===== src/rtl/sat_job_scheduler_pkg.sv =====
// Shared types for the SAT job scheduler: formula/literal types, job record and result status.
package sat_job_scheduler_pkg;

  typedef logic [7:0] lit;
  localparam int NUM_LITS = 4;
  localparam lit zero_lit = '0;
  typedef lit [NUM_LITS-1:0] formula;

  typedef enum logic [1:0] {
    RES_SAT     = 2'd0,
    RES_UNSAT   = 2'd1,
    RES_ERR     = 2'd2,
    RES_TIMEOUT = 2'd3
  } sched_status_t;

  typedef struct packed {
    formula     f;
    logic [3:0] id;
  } sched_job_t;

  // Exactly one verdict flag must be set; anything else is a kernel error.
  function automatic sched_status_t verdict(input logic sat, input logic unsat);
    if (sat && !unsat)      return RES_SAT;
    else if (unsat && !sat) return RES_UNSAT;
    else                    return RES_ERR;
  endfunction

endpackage


===== src/rtl/sat_job_scheduler_fifo.sv =====
// Synchronous job FIFO for the scheduler; extra pointer bit distinguishes full from empty.
module sched_job_fifo
  import sat_job_scheduler_pkg::*;
#(
  parameter int DEPTH = 4
) (
  input  logic       clock,
  input  logic       reset,
  input  logic       push,
  input  sched_job_t wdata,
  input  logic       pop,
  output sched_job_t rdata,
  output logic       full,
  output logic       empty
);

  localparam int AW = $clog2(DEPTH);

  sched_job_t     mem [DEPTH];
  logic [AW:0]    wr_ptr;
  logic [AW:0]    rd_ptr;

  always_ff @(posedge clock) begin
    if (reset) begin
      wr_ptr <= '0;
      rd_ptr <= '0;
    end else begin
      if (push) wr_ptr <= wr_ptr + 1'b1;
      if (pop)  rd_ptr <= rd_ptr + 1'b1;
    end
  end

  always_ff @(posedge clock) begin
    if (push) mem[wr_ptr[AW-1:0]] <= wdata;
  end

  assign rdata = mem[rd_ptr[AW-1:0]];
  assign empty = (wr_ptr == rd_ptr);
  assign full  = (wr_ptr[AW] != rd_ptr[AW]) && (wr_ptr[AW-1:0] == rd_ptr[AW-1:0]);

endmodule


===== src/rtl/sat_job_scheduler.sv =====
// Runs queued SAT jobs one at a time on a single DB_kernel and returns verdict, model and cycle count.
// Optional RUN watchdog enabled by defining SAT_SCHED_TIMEOUT_EN.
//
//  state | meaning
//  IDLE  | waiting for a queued job; pops the FIFO head into the job register
//  LOAD  | one-cycle kernel reset, run counter cleared
//  RUN   | kernel searching (k_find=1), counter advancing
//  DONE  | result presented on res_*, waiting for res_ready
module sat_job_scheduler
  import sat_job_scheduler_pkg::*;
#(
  parameter int DEPTH   = 4,
  parameter int CNT_W   = 16,
  parameter int TIMEOUT = 1000
) (
  input  logic             clock,
  input  logic             reset,
  input  logic             job_valid,
  output logic             job_ready,
  input  formula           job_formula,
  input  logic [3:0]       job_id,
  output logic             k_reset,
  output logic             k_find,
  output formula           k_formula,
  input  logic             k_ended,
  input  logic             k_sat,
  input  logic             k_unsat,
  input  formula           k_out_formula,
  output logic             res_valid,
  input  logic             res_ready,
  output sched_status_t    res_status,
  output logic [3:0]       res_id,
  output formula           res_formula,
  output logic [CNT_W-1:0] res_cycles,
  output logic             busy
);

`ifdef SAT_SCHED_TIMEOUT_EN
  localparam bit TO_EN = 1'b1;
`else
  localparam bit TO_EN = 1'b0;
`endif
  localparam logic [CNT_W-1:0] TO_LIM = CNT_W'(TIMEOUT);

  typedef enum logic [1:0] {S_IDLE, S_LOAD, S_RUN, S_DONE} state_t;

  state_t           state_q, state_d;
  sched_job_t       job_q;
  sched_job_t       fifo_rdata;
  logic             fifo_full, fifo_empty;
  logic             fifo_pop;
  logic [CNT_W-1:0] cnt_q, cnt_inc;
  logic             to_hit;

  sched_job_fifo #(.DEPTH(DEPTH)) u_fifo (
    .clock (clock),
    .reset (reset),
    .push  (job_valid && !fifo_full),
    .wdata ('{f: job_formula, id: job_id}),
    .pop   (fifo_pop),
    .rdata (fifo_rdata),
    .full  (fifo_full),
    .empty (fifo_empty)
  );

  assign cnt_inc = (&cnt_q) ? cnt_q : cnt_q + 1'b1;
  // A verdict arriving on the limit cycle takes priority over the watchdog.
  assign to_hit  = TO_EN && !k_ended && (cnt_inc == TO_LIM);

  always_comb begin
    state_d  = state_q;
    fifo_pop = 1'b0;
    k_find   = 1'b0;
    case (state_q)
      S_IDLE: if (!fifo_empty) begin
        fifo_pop = 1'b1;
        state_d  = S_LOAD;
      end
      S_LOAD: state_d = S_RUN;
      S_RUN: begin
        k_find = 1'b1;
        if (k_ended || to_hit) state_d = S_DONE;
      end
      S_DONE: if (res_ready) state_d = S_IDLE;
      default: state_d = S_IDLE;
    endcase
  end

  always_ff @(posedge clock) begin
    if (reset) begin
      state_q     <= S_IDLE;
      job_q       <= '0;
      cnt_q       <= '0;
      res_status  <= RES_SAT;
      res_id      <= '0;
      res_formula <= '0;
      res_cycles  <= '0;
    end else begin
      state_q <= state_d;
      if (fifo_pop) job_q <= fifo_rdata;
      if (state_q == S_LOAD)     cnt_q <= '0;
      else if (state_q == S_RUN) cnt_q <= cnt_inc;
      if (state_q == S_RUN && k_ended) begin
        res_status  <= verdict(k_sat, k_unsat);
        res_id      <= job_q.id;
        res_formula <= k_out_formula;
        res_cycles  <= cnt_inc;
      end else if (state_q == S_RUN && to_hit) begin
        res_status  <= RES_TIMEOUT;
        res_id      <= job_q.id;
        res_formula <= {NUM_LITS{zero_lit}};
        res_cycles  <= TO_LIM;
      end
    end
  end

  assign job_ready = !fifo_full;
  assign k_reset   = reset || (state_q == S_LOAD);
  assign k_formula = job_q.f;
  assign res_valid = (state_q == S_DONE);
  assign busy      = (state_q != S_IDLE);

endmodule


===== config.mk =====
export PLATFORM = sky130hd
export DESIGN_NAME = sat_job_scheduler
export DESIGN_NICKNAME = d
export VERILOG_FILES = /design/src/rtl/sat_job_scheduler_pkg.sv /design/src/rtl/sat_job_scheduler_fifo.sv /design/src/rtl/sat_job_scheduler.sv
export SDC_FILE = /design/constraint.sdc
export NUM_CORES = 1
export LEC_CHECK = 0
export ABC_AREA = 1
export BUFFER_PORTS_ARGS = -buffer_cell sky130_fd_sc_hd__buf_2
export CORE_UTILIZATION = 40
export CTS_CLUSTER_DIAMETER = 80
export CTS_CLUSTER_SIZE = 8
export DETAILED_ROUTE_END_ITERATION = 6
export PLACE_DENSITY = 0.71
export SLEW_MARGIN = 5
export SYNTH_ARGS = -nofsm -noshare
export SYNTH_HDL_FRONTEND = slang
export SYNTH_SLANG_ARGS = --single-unit

===== constraint.sdc =====
create_clock -name clock -period 4.77 [get_ports clock]
set_input_delay 0.477 -clock clock [delete_from_list [all_inputs] [get_ports clock]]
set_output_delay 0.477 -clock clock [all_outputs]
set_load 0.02 [all_outputs]

; ---- Word-level counts from Yosys, hierarchy flattened
; Memory sizes are Yosys's and may differ from the RTL's. A register that Yosys moved wholly into a read port is not among the register bits.
; Cells that the tools add are included.
[classes]
add_sub_neg = 3
eq_ne = 9
mux = 12
n_reduce_logical = 14
[ops]
columns = cell, count
row1 = $add A16 B1 Y16 const B, 1
row2 = $mux W16, 1
row3 = $reduce_and A16 Y1, 1
row4 = $mux W2, 5
row5 = $pmux W2 S4, 1
row6 = $add A3 B1 Y3 const B, 2
row7 = $logic_and A1 B1 Y1, 5
row8 = $mux W1, 5
row9 = $eq A2 B2 Y1 const B, 2
row10 = $ne A2 B2 Y1 const B, 2
row11 = $eq A3 B3 Y1, 1
row12 = $logic_not A1 Y1, 3
row13 = $reduce_and A3 Y1, 1
row14 = $eq A2 B1 Y1 const B, 1
row15 = $eq A2 B2 Y1, 1
row16 = $logic_not A2 Y1, 1
row17 = $ne A2 B1 Y1 const B, 1
row18 = $reduce_bool A2 Y1, 1
row19 = $reduce_or A2 Y1, 1
row20 = $logic_or A1 B1 Y1, 1
row21 = $ne A1 B1 Y1, 1
[totals]
regBits = 78
mem_bits_rw = 144
input_bits = 75
out_inout_bits = 91
wordCells = 50
memories = 1
[memory_table]
columns = name, words, word_bits, read_ports, rd_ports_with_merged_regs, write_ports, line
row1 = u_fifo.mem, 4, 36, 1, 1, 1, sat_job_scheduler_fifo.sv:19  ; sched_job_t mem [DEPTH];

; ---- Longest topological paths before layout
[logic_depth]
word_depth = 6
ltp_mapped = 10
ltp_nobuf = 10

; ---- Cells and area by module
; Synthesis repeated with hierarchy kept, for this count alone.
[hier_totals]
hier_cells = 1092
hier_area_um2 = 10857.9
[by_module_without_submodules]
columns = module, instances, cells_per_inst, area_per_inst_um2, seq_area_each_um2
row1 = sched_job_fifo, 1, 473, 6278.5, 4484.3
row2 = sat_job_scheduler, 1, 619, 4579.4, 2162.1

; ---- Worst setup path before layout
; OpenSTA, ideal clock, no wires.
[synth_path]
path_kind = reg-to-reg
from = register u_fifo.wr_ptr[2]
to = memory u_fifo.mem[0][0] (netlist name) (enable)
setup_time_ps = 429
arrival_time_ps = 2602
t_required_ps = 4341
path_slack_ps = 1739
stages_incl_launch_ff = 6
n_path_buf = 0
period_less_slack_ps = 3031
cell_sequence = dfxtp_1 -> xnor2_1 -> inv_1 -> nand3_1 -> nand2_1 -> nor2_1
[synth_between]
elab_chain_len = 6
[synth_rtl]
columns = element, line
row1 = start: declaration, sat_job_scheduler_fifo.sv:20  ; logic [AW:0] wr_ptr;
row2 = start signal: assignment, sat_job_scheduler_fifo.sv:28  ; if (push) wr_ptr <= wr_ptr + 1'b1;
row3 = $ne A1 B1 Y1, sat_job_scheduler_fifo.sv:39  ; assign full = (wr_ptr[AW] != rd_ptr[AW]) && (wr_ptr[AW-1:0] == rd_ptr[AW-1:0]);
row4 = $logic_and A1 B1 Y1, sat_job_scheduler_fifo.sv:39
row5 = $logic_not A1 Y1, --
row6 = net job_ready, sat_job_scheduler.sv:19  ; output logic job_ready,
row7 = $logic_and A1 B1 Y1, sat_job_scheduler.sv:58  ; .push (job_valid && !fifo_full),
row8 = $mux W1, sat_job_scheduler_fifo.sv:34  ; if (push) mem[wr_ptr[AW-1:0]] <= wdata;
row9 = $mux W1 (not written as such), sat_job_scheduler_fifo.sv:34
row10 = end: declaration, sat_job_scheduler_fifo.sv:19
; The timed path passes the listed nets, and every way through them passes these cells.

; ---- Final worst setup path
[layout_path]
from = register state_q[0]
to = register res_cycles[2]
[layout_between]
elab_chain_len = 2
[layout_rtl]
columns = element, line
row1 = start: declaration, sat_job_scheduler.sv:47  ; state_t state_q, state_d;
row2 = start signal: assignment, sat_job_scheduler.sv:99  ; state_q <= state_d;
row3 = $eq A2 B2 Y1, sat_job_scheduler.sv:103  ; if (state_q == S_RUN && k_ended) begin
row4 = $logic_and A1 B1 Y1, sat_job_scheduler.sv:103
row5 = end signal: assignment, sat_job_scheduler.sv:107  ; res_cycles <= cnt_inc;
row6 = end: declaration, sat_job_scheduler.sv:34  ; output logic [CNT_W-1:0] res_cycles,
; Every way passes these cells.
; A chain may end at the register's enable or synchronous reset.

==> metrics.md <==
| Metric | Value |
|---|---|
| Peak supply drop | `0.379 mV` |
| Vias in the first global route | `7,158` |
| CTS tree | `done` |
| H-tree Lvls | `2` |
| Die Area | `26,600 µm²` |
| Synth Warn # | `0` |
| Layout cell share with drive strength beyond 1 | `0.209` |
| Synth top area cells | `edfxtp_1 (42%), dfxtp_1 (22%), nor2_1 (11%)` |
| Post-synth top area share | `0.416` |
| FF-to-FF setup slack | `1.99 ns` |
| Max Freq | `360 MHz` |
| HPWL after DPL | `14,100 µm` |
| Max-cap viol count | `0` |
| First-pass GRT wire length | `37,200 µm` |
| DP Area | `11,200 µm²` |
| Startpoint types | `flop` |
| Pwr per Cell Area | `624 nW/µm²` |
| Slew @ Worst Pin | `1.21 ns` |
| Vias | `7,637` |
| Syn Area/Cell | `9.82 µm²` |
| Clk sinks | `258` |
| Gr ovfl total | `0` |
| Tot Pwr | `7640 µW` |
| Diode count | `0` |
| Synthesized instance count | `1,057` |
| Synth unique cells | `25` |
| Clock tree buffer depth | `3` |
| DRC violations left | `0` |
| Worst min path class | `in -> reg` |
| Synth-to-Final Area Change | `18.0%` |
| Design Area, Final | `12,200 µm²` |
| Row count | `58` |
| Total routed wirelength | `23,700 µm` |
| Routability congestion estimate from global placement | `0.910` |
| Fill count | `2,289` |
| Layout net count | `1,262` |
| Setup Skew | `0.0162 ns` |
| Crit path arrival time | `3.18 ns` |
| I/O pin count | `166` |
| Die W | `163 µm` |
| CTS resizes | `0` |
| Routed length per placed instance | `15.5 µm` |
| Req. time, crit path | `5.18 ns` |
| Run status | `finished, final reports clean` |
| Leak Pwr | `0.00490 µW` |
| Max-slew violation count | `0` |
| Seq/Total Area, Yosys | `0.636` |
| Final Cycle Share | `0.582` |
| Synth area leader | `edfxtp_1` |
| Core area | `25,300 µm²` |
| Antenna violations before repair | `1` |
| Syn Nets | `1,143` |
| Starting Density | `0.410` |
| Total track usage | `0.177` |
| CTS buffer count | `38` |
| ANT nets after route | `0` |
| #FFs+latches synth | `258` |
| Via-per-instance ratio | `4.99` |
| Clock Latency Late Sink | `0.53 ns` |
| Final setup fails | `0` |
| RSZ-0062 raised after global routing | `false` |
| Largest net degree at the start of global routing | `76` |
| Hold_buf cts | `0` |
| TritonRoute pass-1 iters | `5` |
| Final Hold Viols | `0` |
| CP Max Fanout | `62` |
| CP Capture Type | `flop` |
| Die height | `163 µm` |
| Setup TNS | `0 ns` |
| Iteration-0 DRC Markers | `518` |
| Clock period minus worst slack | `2.78 ns` |
| Rel. slew slack | `0.193` |
| Cell area after synthesis | `10,400 µm²` |
| Port Buffers | `165` |
| Setup bufs post-CTS | `0` |
| Crit Path Class | `reg -> reg` |
| Worst-path clk slew | `0.05 ns` |
| Root buffer cell | `clkbuf_16` |
-- layout make-up --
type                            count  area (µm²)  area share
Tap cell                          330         413      0.0337
Sequential cell                   258        6610       0.540
Clock buffer                       59        1030      0.0841
Inverter                           47         176      0.0144
Timing Repair Buffer              169         856      0.0699
Clock inverter                      4        66.3     0.00541
Multi-Input combinational cell    662        3100       0.253
-- per-layer routing --
metal,GRT usage,wire (µm),vias up
met1,0.233,10700,3572
li1,-,-,3758
met4,0.0544,361,2
met2,0.289,11100,270
met5,0,8,-
met3,0.0391,1560,35
-- worst max-delay path, cell delays in order (launching register included) --
cell and delay (ns):
dfxtp_1 0.34, inv_1 0.10, ha_1 0.69, nand2_1 0.12, buf_4 0.30, inv_2 0.75
nand3_1 0.15, o211ai_1 0.12, inv_1 0.05
-- stage by stage --
step           std cells  setup WS (ns)  hold slack, ns  utilization
3_3_place_gp        1466           2.14           0.460        0.440
4_1_cts             1529           1.99           0.148        0.484
6_report            1529           1.99           0.167        0.484
5_1_grt             1529           1.69           0.155        0.484
3_5_place_dp        1466           2.00           0.468        0.440
2_1_floorplan       1057           1.74           0.456            -
-- state kept, by name, indices dropped and copies added, names as in the netlist --
register,count
u_fifo.rd_ptr,3
u_fifo.wr_ptr,3
job_q,4
u_fifo.mem,144
k_formula,32
res_cycles,16
res_formula,32
res_status,2
cnt_q,16
state_q,2
res_id,4
-- report_power, final --
| part | switching, µW | internal [µW] | total [µW] |
|---|---|---|---|
| clock | 960 | 1490 | 2450 |
| sequential | 209 | 2730 | 2940 |
| combinational | 1560 | 699 | 2260 |
| total | 2730 | 4910 | 7640 |
-- Yosys cell counts, drive strengths merged --
cell type	number
xor2	4
clkbuf	37
edfxtp	144
nand2	41
o22ai	1
inv	47
or2	1
ha	11
o211ai	2
xnor2	6
a21oi	17
nor2	327
dfxtp	114
buf	53
o21ai	213
nand3	32
nand4	7
-- worst paths after layout --
kind,startpoint,end,depth (start not counted)
max reg2reg,state_q[0],res_cycles[2],8
min reg2reg,res_formula[17],res_formula[17],2
max,state_q[0],res_cycles[2],8
min,job_formula[9],u_fifo.mem[1][13],1
-- cells in the final DEF, fill, tap and decap left out, types with 2 or more instances in the layout --
cell type    n
a21oi_1     17
buf_2      165
buf_4        4
clkbuf_1    21
clkbuf_16   38
dfxtp_1    112
dfxtp_2      2
edfxtp_1   144
ha_1        11
inv_1       42
inv_2        5
nand2_1     37
nand2_2      4
nand3_1     29
nand3_2      3
nand4_1      7
nor2_1     302
nor2_2      21
nor2_4       4
o211ai_1     2
o21ai_0    193
o21ai_1     20
xnor2_1      6
xor2_1       4
-- cells by family after synthesis --
kind of cell,Yosys count,synth area share
AND/OR/NAND/NOR,408,0.161
AO/OA/AOI/OAI,233,0.113
buffers and inverters,137,0.0683
flip-flops,258,0.636
adder cells (fa/ha/maj),11,0.0133
XOR/XNOR,10,0.00844
(Power assumes the default switching activity.)
